### src/rtl/zigbee_chip_spreader_if.sv
// Symbol/chip bus of the O-QPSK chip spreader: FIFO side (inData/inEmpty/outReadEnable)
// plus the offset I/Q chip stream toward the modulator.
// Optional macro ZB_SPREADER_SYMCNT_EN adds the 16-bit outSymbolCount signal.
interface zigbee_chip_spreader_if;
  logic [3:0]  inData;
  logic        inEmpty;
  logic        outReadEnable;
  logic [3:0]  outI;
  logic [3:0]  outQ;
  logic        outValid;
  logic        outEndOfSymbol;
  logic        outBusy;
`ifdef ZB_SPREADER_SYMCNT_EN
  logic [15:0] outSymbolCount;
`endif

  // Spreader side: consumes FIFO data, drives the chip stream.
  modport master (
    input  inData,
    input  inEmpty,
`ifdef ZB_SPREADER_SYMCNT_EN
    output outSymbolCount,
`endif
    output outReadEnable,
    output outI,
    output outQ,
    output outValid,
    output outEndOfSymbol,
    output outBusy
  );

  // FIFO / modulator side.
  modport slave (
    output inData,
    output inEmpty,
`ifdef ZB_SPREADER_SYMCNT_EN
    input  outSymbolCount,
`endif
    input  outReadEnable,
    input  outI,
    input  outQ,
    input  outValid,
    input  outEndOfSymbol,
    input  outBusy
  );
endinterface

### src/rtl/zigbee_chip_spreader.sv
// IEEE 802.15.4 transmit chip spreader: pops 4-bit symbols from the input FIFO, maps each
// to its 32-chip PN sequence and drives offset I/Q signed levels (+LEVEL / -LEVEL).
// Even chips go on I, odd chips on Q delayed by one chip period; each chip is held 2*Tc.
// Optional macro ZB_SPREADER_SYMCNT_EN adds a 16-bit count of latched symbols.
// CHIP_DIV must lie in 2..255.
module zigbee_chip_spreader #(
  parameter int CHIP_DIV = 4,
  parameter int LEVEL    = 7
) (
  input  logic inClock,
  input  logic inReset,
  zigbee_chip_spreader_if.master bus
);

  typedef enum logic [1:0] {IDLE, FETCH, SEND, TAIL} stateT;

  // Phase within one I chip (2*Tc), pair index 0..15 gives t = pair*2*CHIP_DIV + phase.
  localparam int PW = $clog2(2 * CHIP_DIV);
  localparam logic [PW-1:0] PHASE_LAST     = PW'(2 * CHIP_DIV - 1);
  localparam logic [PW-1:0] EOS_PHASE      = PW'(2 * CHIP_DIV - 2);
  localparam logic [PW-1:0] PREFETCH_PHASE = PW'(2 * CHIP_DIV - 3);
  localparam logic [PW-1:0] Q_PHASE        = PW'(CHIP_DIV - 1);
  localparam logic [7:0]    TAIL_LAST      = 8'(CHIP_DIV - 1);

  localparam logic [3:0] LEVEL_POS = 4'(LEVEL);
  localparam logic [3:0] LEVEL_NEG = 4'(-LEVEL);

  // Symbol 0 chips, c0 in the MSB.
  localparam logic [31:0] SYM0_CHIPS = 32'b1101_1001_1100_0011_0101_0010_0010_1110;

  stateT          stateReg;
  logic [PW-1:0]  phaseReg;
  logic [3:0]     pairReg;
  logic [7:0]     tailReg;
  logic [3:0]     symReg;
  logic [3:0]     nextSymReg;
  logic           pendingReg;

  // Constant chip ROM: symbol k is symbol 0 rotated right by 4*(k mod 8) chips,
  // and symbols 8..15 additionally invert every odd chip (even bit positions here).
  logic [31:0] chipRom [16];
  genvar gi;
  for (gi = 0; gi < 16; gi++) begin : gRom
    localparam int SHIFT = 4 * (gi % 8);
    localparam logic [63:0] ROTATED  = {SYM0_CHIPS, SYM0_CHIPS} >> SHIFT;
    localparam logic [31:0] ODD_MASK = (gi >= 8) ? 32'h5555_5555 : 32'h0000_0000;
    assign chipRom[gi] = ROTATED[31:0] ^ ODD_MASK;
  end

  // Chip n of a sequence sits at bit 31-n, which is ~n for a 5-bit index.
  logic [4:0] iIdxNext;
  logic [4:0] qIdx;
  logic       iChipNext;
  logic       qChip;
  logic       firstChipFetch;
  logic       firstChipWrap;
  logic       isLastT;

  assign iIdxNext       = {pairReg + 4'd1, 1'b0};
  assign qIdx           = {pairReg, 1'b1};
  assign iChipNext      = chipRom[symReg][~iIdxNext];
  assign qChip          = chipRom[symReg][~qIdx];
  assign firstChipFetch = chipRom[bus.inData][31];
  assign firstChipWrap  = chipRom[nextSymReg][31];
  assign isLastT        = (pairReg == 4'd15) && (phaseReg == PHASE_LAST);

  function automatic logic [3:0] chipLevel(input logic chip);
    return chip ? LEVEL_POS : LEVEL_NEG;
  endfunction

  // Control FSM with registered outputs; output values always describe the cycle after the edge.
  always_ff @(posedge inClock or negedge inReset) begin
    if (!inReset) begin
      stateReg           <= IDLE;
      phaseReg           <= '0;
      pairReg            <= '0;
      tailReg            <= '0;
      symReg             <= '0;
      nextSymReg         <= '0;
      pendingReg         <= 1'b0;
      bus.outReadEnable  <= 1'b0;
      bus.outI           <= '0;
      bus.outQ           <= '0;
      bus.outValid       <= 1'b0;
      bus.outEndOfSymbol <= 1'b0;
      bus.outBusy        <= 1'b0;
    end else begin
      bus.outReadEnable  <= 1'b0;
      bus.outEndOfSymbol <= 1'b0;
      case (stateReg)
        IDLE: begin
          bus.outI     <= '0;
          bus.outQ     <= '0;
          bus.outValid <= 1'b0;
          if (!bus.inEmpty) begin
            stateReg          <= FETCH;
            bus.outReadEnable <= 1'b1;
            bus.outBusy       <= 1'b1;
          end else begin
            bus.outBusy <= 1'b0;
          end
        end

        FETCH: begin
          // Data popped last cycle is on inData now; first chip goes out immediately.
          symReg       <= bus.inData;
          phaseReg     <= '0;
          pairReg      <= '0;
          pendingReg   <= 1'b0;
          stateReg     <= SEND;
          bus.outI     <= chipLevel(firstChipFetch);
          bus.outQ     <= '0;
          bus.outValid <= 1'b1;
          bus.outBusy  <= 1'b1;
        end

        SEND: begin
          // The prefetch pop delivers its data one cycle later; park it until the wrap.
          if (bus.outReadEnable) begin
            nextSymReg <= bus.inData;
          end
          if (isLastT) begin
            if (pendingReg) begin
              // Back-to-back: outQ keeps the previous c31 for the first Tc.
              symReg     <= nextSymReg;
              phaseReg   <= '0;
              pairReg    <= '0;
              pendingReg <= 1'b0;
              bus.outI   <= chipLevel(firstChipWrap);
            end else begin
              stateReg <= TAIL;
              tailReg  <= '0;
              bus.outI <= '0;
            end
          end else begin
            if (phaseReg == PHASE_LAST) begin
              phaseReg <= '0;
              pairReg  <= pairReg + 4'd1;
              bus.outI <= chipLevel(iChipNext);
            end else begin
              phaseReg <= phaseReg + 1'b1;
            end
            if (phaseReg == Q_PHASE) begin
              bus.outQ <= chipLevel(qChip);
            end
            if ((pairReg == 4'd15) && (phaseReg == PREFETCH_PHASE) && !bus.inEmpty) begin
              bus.outReadEnable <= 1'b1;
              pendingReg        <= 1'b1;
            end
            if ((pairReg == 4'd15) && (phaseReg == EOS_PHASE)) begin
              bus.outEndOfSymbol <= 1'b1;
            end
          end
        end

        TAIL: begin
          // Finish the last odd chip on Q for one Tc, then fall silent.
          if (tailReg == TAIL_LAST) begin
            stateReg     <= IDLE;
            bus.outQ     <= '0;
            bus.outValid <= 1'b0;
            bus.outBusy  <= 1'b0;
          end else begin
            tailReg <= tailReg + 8'd1;
          end
        end

        default: begin
          stateReg <= IDLE;
        end
      endcase
    end
  end

`ifdef ZB_SPREADER_SYMCNT_EN
  logic symLatch;
  assign symLatch = (stateReg == FETCH) || ((stateReg == SEND) && isLastT && pendingReg);

  // Count every symbol loaded into the symbol register, wrapping at 16 bits.
  always_ff @(posedge inClock or negedge inReset) begin
    if (!inReset) begin
      bus.outSymbolCount <= '0;
    end else if (symLatch) begin
      bus.outSymbolCount <= bus.outSymbolCount + 16'd1;
    end
  end
`endif

endmodule

### src/flat_wrapper.sv
// flat-port wrapper written by rule: the top's interface ports become plain ports
module zigbee_chip_spreader_flat 
#(
  parameter int CHIP_DIV = 4,
  parameter int LEVEL    = 7
)
  (inClock, inReset, bus_inData, bus_inEmpty, bus_outReadEnable, bus_outI, bus_outQ, bus_outValid, bus_outEndOfSymbol, bus_outBusy);
  zigbee_chip_spreader_if bus_i ();
  input  logic inClock;
  input  logic inReset;
  input wire logic [$bits(bus_i.inData)-1:0] bus_inData;
  input wire logic [$bits(bus_i.inEmpty)-1:0] bus_inEmpty;
  output wire logic [$bits(bus_i.outReadEnable)-1:0] bus_outReadEnable;
  output wire logic [$bits(bus_i.outI)-1:0] bus_outI;
  output wire logic [$bits(bus_i.outQ)-1:0] bus_outQ;
  output wire logic [$bits(bus_i.outValid)-1:0] bus_outValid;
  output wire logic [$bits(bus_i.outEndOfSymbol)-1:0] bus_outEndOfSymbol;
  output wire logic [$bits(bus_i.outBusy)-1:0] bus_outBusy;
  assign bus_i.inData = bus_inData;
  assign bus_i.inEmpty = bus_inEmpty;
  assign bus_outReadEnable = bus_i.outReadEnable;
  assign bus_outI = bus_i.outI;
  assign bus_outQ = bus_i.outQ;
  assign bus_outValid = bus_i.outValid;
  assign bus_outEndOfSymbol = bus_i.outEndOfSymbol;
  assign bus_outBusy = bus_i.outBusy;
  zigbee_chip_spreader #(.CHIP_DIV(CHIP_DIV), .LEVEL(LEVEL)) u_core (.inClock(inClock), .inReset(inReset), .bus(bus_i));
endmodule
### config.mk
export PLATFORM = sky130hd
export DESIGN_NAME = zigbee_chip_spreader_flat
export DESIGN_NICKNAME = d
export VERILOG_FILES = /design/src/rtl/zigbee_chip_spreader_if.sv /design/src/rtl/zigbee_chip_spreader.sv /design/src/flat_wrapper.sv
export SDC_FILE = /design/constraint.sdc
export NUM_CORES = 1
export LEC_CHECK = 0
export ABC_CLOCK_PERIOD_IN_PS = 2000
export CORE_AREA = 2 2 86 88
export CTS_CLUSTER_SIZE = 40
export DETAILED_ROUTE_END_ITERATION = 10
export DIE_AREA = 0 0 88 90
export SYNTH_ARGS = -nofsm -noshare
export SYNTH_HDL_FRONTEND = slang
export SYNTH_SLANG_ARGS = --single-unit
### constraint.sdc
create_clock -name inClock -period 2 [get_ports inClock]
set_input_delay 0.4 -clock inClock [delete_from_list [all_inputs] [get_ports inClock]]
set_output_delay 0.4 -clock inClock [all_outputs]
set_load 0.02 [all_outputs]
Word-level counts from Yosys, hierarchy flattened:

Memory sizes are Yosys's and may differ from the RTL's.
Index checks and enable logic that the tools add are counted.

* add/subtract/negate cells: 3
* $lt $le $gt $ge: 5
* equal/unequal tests: 20
* mux-type cells: 55
* bitwise gates (word level): 5
* reductions and logical operators: 21

Operators by type and width (number)
* 2-to-1 mux 32 bit: 6
* 2-to-1 mux 4 bit: 15
* 2-to-1 mux 8 bit: 3
* one-hot mux 4 bit (3 select lines): 2
* one-hot mux 4 bit (2 select lines): 2
* one-hot mux 8 bit (2 select lines): 1
* >= comparator 5 bit, second input constant: 3
* inverter 4 -> 5 bit: 3
* less-than comparator 5 x 6 -> 1 bit, second input constant: 2
* 2-to-1 mux 1 bit: 11
* binary-select mux 1 bit (select 5 bit): 2
* inverter 5 bit: 2
* AND reduction 2 bit: 5
* == test 3 bit, second input constant: 3
* 2-to-1 mux 3 bit: 3
* AND reduction 3 bit: 3
* adder 8 x 1 -> 8 bit, second input constant: 1
* == test 8 x 2 -> 1 bit, second input constant: 1
* 2-to-1 mux 2 bit: 4
* != test 2 x 1 -> 1 bit, second input constant: 4
* != test 2 bit, second input constant: 4
* one-hot mux 2 bit (4 select lines): 1
* AND reduction 4 bit: 2
* != test 3 x 1 -> 1 bit, second input constant: 2
* 16 further kinds: 24

* bits in registers: 38
* bits in read-only memories: 1536
* memories kept: 3

Memory list
* (no name shown): words 16, bits a word 32, read ports 1, clocked after Yosys merged registers in 0, write ports 0, line zigbee_chip_spreader.sv:63 `assign firstChipFetch = chipRom[bus.inData][31];`
* (no name shown): words 16, bits a word 32, read ports 1, clocked after Yosys merged registers in 0, write ports 0, line zigbee_chip_spreader.sv:62 `assign qChip = chipRom[symReg][~qIdx];`
* (no name shown): words 16, bits a word 32, read ports 1, clocked after Yosys merged registers in 0, write ports 0, line zigbee_chip_spreader.sv:64 `assign firstChipWrap = chipRom[nextSymReg][31];`

Longest topological paths before layout:

* depth in word-level cells: 10
* depth in mapped cells: 10

Least setup slack after synthesis:

Ideal clock, no wire load.

* kind: register -> register
* start point: register u_core.symReg[0]
* end point: register u_core.bus.outQ[3]
* data arrival time: 2030 ps
* slack: -154 ps
* cell stages (with the launch flop): 11
* path buffers: 1
* cell sequence: dfrtp_1 buf_2 inv_2 ha_1 inv_1 nor2_1 o32ai_1 o22ai_1 or3_1 o2bb2ai_1 o21ai_2

* longest elaborated chain between the ends: 10

RTL lines
* start: declaration: line zigbee_chip_spreader.sv:35 `logic [3:0] symReg;`
* start signal: assignment: line zigbee_chip_spreader.sv:106 `symReg <= bus.inData;`
* start signal: assignment: line zigbee_chip_spreader.sv:125 `symReg <= nextSymReg;`
* inverter 4 -> 5 bit (implied by the code): line zigbee_chip_spreader.sv:62
* memory read (16 x 32 bit)
* 2-to-1 mux 32 bit (2 in series)
* binary-select mux 1 bit (select 5 bit): line zigbee_chip_spreader.sv:62
* 2-to-1 mux 1 bit (implied by the code): line zigbee_chip_spreader.sv:62
* 2-to-1 mux 4 bit: line zigbee_chip_spreader.sv:68 `return chip ? LEVEL_POS : LEVEL_NEG;`
* 2-to-1 mux 4 bit: line zigbee_chip_spreader.sv:143 `if (phaseReg == Q_PHASE) begin`
* 2-to-1 mux 4 bit: line zigbee_chip_spreader.sv:122 `if (isLastT) begin`
* one-hot mux 4 bit (3 select lines): line zigbee_chip_spreader.sv:90 `case (stateReg)`
* end signal: assignment: line zigbee_chip_spreader.sv:144 `bus.outQ <= chipLevel(qChip);`
* end: declaration: line zigbee_chip_spreader_if.sv:26 `output outQ,`

No other way between the ends. The select of a mux whose other input is x is not followed.
A chain may end at the register's enable or synchronous reset.

Worst setup path in the final report:

* start point: register u_core.symReg[0]
* end point: register u_core.bus.outQ[2]

Same word-level chain as after synthesis.

==> flow_summary.toml <==
[route]
drc_errors = 0
drtAntennaViolNets = 0
vias = 2518
drtIter0Drc = 131
wl_mm = 6.65
avgViaCountPerCell = 5.43
first_pass_iters = 4
wl_per_cell_um = 14.3

[clock_network]
insertion_delay_ns = 0.30
h-tree-depth = 2
path_clk_slew_ns = 0.08
cts_made_buffers = 5
cts_sinks = 36
clockRootBuffer = "clkbuf_8"
cts_tree = "built"
cts_buffer_depth = 2

[setup_path]
crit_cells = 8
critPathSlowestCell = "dfrtp_2"
cp.arrival_ns = 2.19
rrSetupSlack_ns = 0.05
endpoint_kind = "flop"
crit_chain = "buf_4 -> buf_4 -> ha_1 -> mux2i_1 -> o221ai_1 -> mux2_1 -> o2bb2ai_2 -> a21o_1"
criticalPathCategory = "flop to flop"
ff2ff_path_depth = 8
crit_buf_inv = 2
max_stage_delay_ns = 0.47
cpLargestDelayFamily = "multiplexers"
required_ns = 2.25
path_max_fanout = 6
cp_common_cell = "buf_4"
startpoint_type = "flop"

[final_layout]
layout.cells.non_filler = 464
drive_gt1_frac = 0.236
nFillCells = 675
n_antenna_cell = 0
nets = 389
layout_commonest_cell = "buf_4"
areaGrowthSynthToFinish_pct = 27.2
utilization = 0.497
design_area_sq_um = 3490
layout_common_cells = "buf_4, dfrtp_1, a21oi_1"

[power]
pwr-share-seq = 0.251
power.switching_mw = 2.05
p_int_mw = 2.42
switching_share = 0.459
power_mw = 4.47
leakage_nw = 1.48
power.density_nw_per_um2 = 1280
comb_power_share = 0.630
vdd_drop_max_mv = 0.716
clkPwrFrac = 0.118

[sta]
fmax_mhz = 513
maxSlewViolCount = 0
period_minus_slack_ns = 1.95
hold_violations = 0
setup_slack_ns = 0.0521
holdWs_ns = 0.123
max_slew_margin = 0.605
skew_ns = 0.0110
post-route-period-util = 0.974
setup_viol = 0
grt_setup_unrepaired = "yes"
tns_ns = 0
tightest_slew_ns = 0.593

[global_route]
antenna_found_initial = 0
grt-ovfl-total = 0
grt_usage = 0.172
grt_pass1_wl_mm = 11.1
grt_pass1_vias = 2439
grt_max_degree = 37

[place]
dp.cells = 451
dp_slack_ns = -0.0467
postPlaceCellArea_sq_um = 3230
io_buffers = 18
place.gp.congestion = 0.823
post-dp-hpwl_mm = 4.91

[die]
coreArea_sq_um = 7020
start_util = 0.391
fp.dieH_um = 90
die_w_um = 88
rows = 31
io-pin-count = 19
dieArea_sq_um = 7920

[logic_synthesis]
synth_cells = 320
async_reset_ff_frac = 1.00
ys_types = 55
syn-num-nets = 345
synth_edf_count = 0
ys_seq_area_frac = 0.328
synth_area_sq_um = 2740
synth-main-ff-cell = "dfrtp_1"
avgSynthCellArea_sq_um = 8.57
ys_ff_latch = 36
ys_warn_count = 0

[worst_hold_path]
holdCritPathClass = "input port to asynchronous set/reset pin"

[run]
cap_violations = 0

[outcome]
status = "complete, no violations"
-- path summary, 6_finish.rpt --
check | startpoint | endpoint
worst max-delay path | u_core.symReg[0] | u_core.bus.outQ[2]
worst min-delay path | inReset | u_core.tailReg[3]
worst max register to register | u_core.symReg[0] | u_core.bus.outQ[2]
worst min register to register | u_core.bus.outValid | u_core.bus.outValid
max in group asynchronous | inReset | u_core.symReg[1]
min in group inClock | u_core.bus.outValid | u_core.bus.outValid
-- worst reg2reg max path, delay by kind of cell (launching register included) --
kind            cells  cell delay, ns
buf+inv             2            0.28
flops               1            0.47
mux                 2            0.51
compound gates      3            0.45
fa+ha+maj           1            0.20
-- synth_stat cells, drive strengths merged, types with 4 or more instances --
master	n	share of area
o22ai	15	0.034
inv	17	0.023
xor2	6	0.019
o21ai	25	0.047
or3	6	0.014
nand2	24	0.033
ha	18	0.082
mux2i	11	0.040
a21o	4	0.011
dfrtp	36	0.33
a21oi	28	0.051
nor3	8	0.015
mux2	5	0.021
nor2	19	0.026
clkbuf	11	0.015
and3	4	0.0091
xnor2	6	0.019
nand3	13	0.024
buf	12	0.026
nor2b	6	0.014
-- power by group through the flow --
| stage | clock [mW] | combinational [mW] | sequential [mW] |
|---|---|---|---|
| floorplan | 0 | 1.93 | 1.08 |
| global placement | 0 | 2.62 | 1.10 |
| detailed placement | 0 | 2.64 | 1.12 |
| CTS | 0.549 | 2.67 | 1.10 |
| global route | 0.568 | 3.08 | 1.15 |
| finish | 0.529 | 2.82 | 1.12 |
-- metal layers --
metal	global-route usage	part of all wire
met4	0.0462	0.014
met1	0.250	0.49
met5	0	0
met3	0.0248	0.032
met2	0.265	0.46
-- cell type report --
class / count / area (sq um) / area share
inverter: 17 / 66.3 / 0.0190
clock inverter: 3 / 18.8 / 0.00538
timing repair buffer: 60 / 505 / 0.145
clock buffer: 5 / 68.8 / 0.0197
multi-input combinational: 244 / 1800 / 0.517
sequential: 36 / 903 / 0.259
tap: 99 / 124 / 0.0355
-- cells by family (layout without fill, tap and decap cells) --
group / after synthesis / after routing / synth area share
AOI/OAI and AO/OA: 104 / 104 / 0.249
xor gates and xnor gates: 12 / 12 / 0.0383
adders and majority gates: 18 / 18 / 0.0821
buffers and inverters: 40 / 85 / 0.0639
DFF: 36 / 36 / 0.328
muxes: 17 / 17 / 0.0689
and+or+nand+nor: 93 / 93 / 0.170
-- sequential cells by signal, summed over array words and instances, names as in the netlist, 2 cells and up --
name               count
u_core.nextSymReg      4
u_core.bus.outI        3
u_core.symReg          4
u_core.tailReg         8
u_core.bus.outQ        3
u_core.pairReg         4
u_core.stateReg        2
u_core.phaseReg        3
-- repair_timing --
| action | 4_1_cts | 5_1_grt |
|---|---|---|
| pin swaps | 1 | 11 |
| hold buffers | 0 | 0 |
| setup endpoints to repair | 5 | 11 |
| buffers inserted | 0 | 5 |
| gates resized for setup | 4 | 27 |
Power figures use the tool's default switching activity.
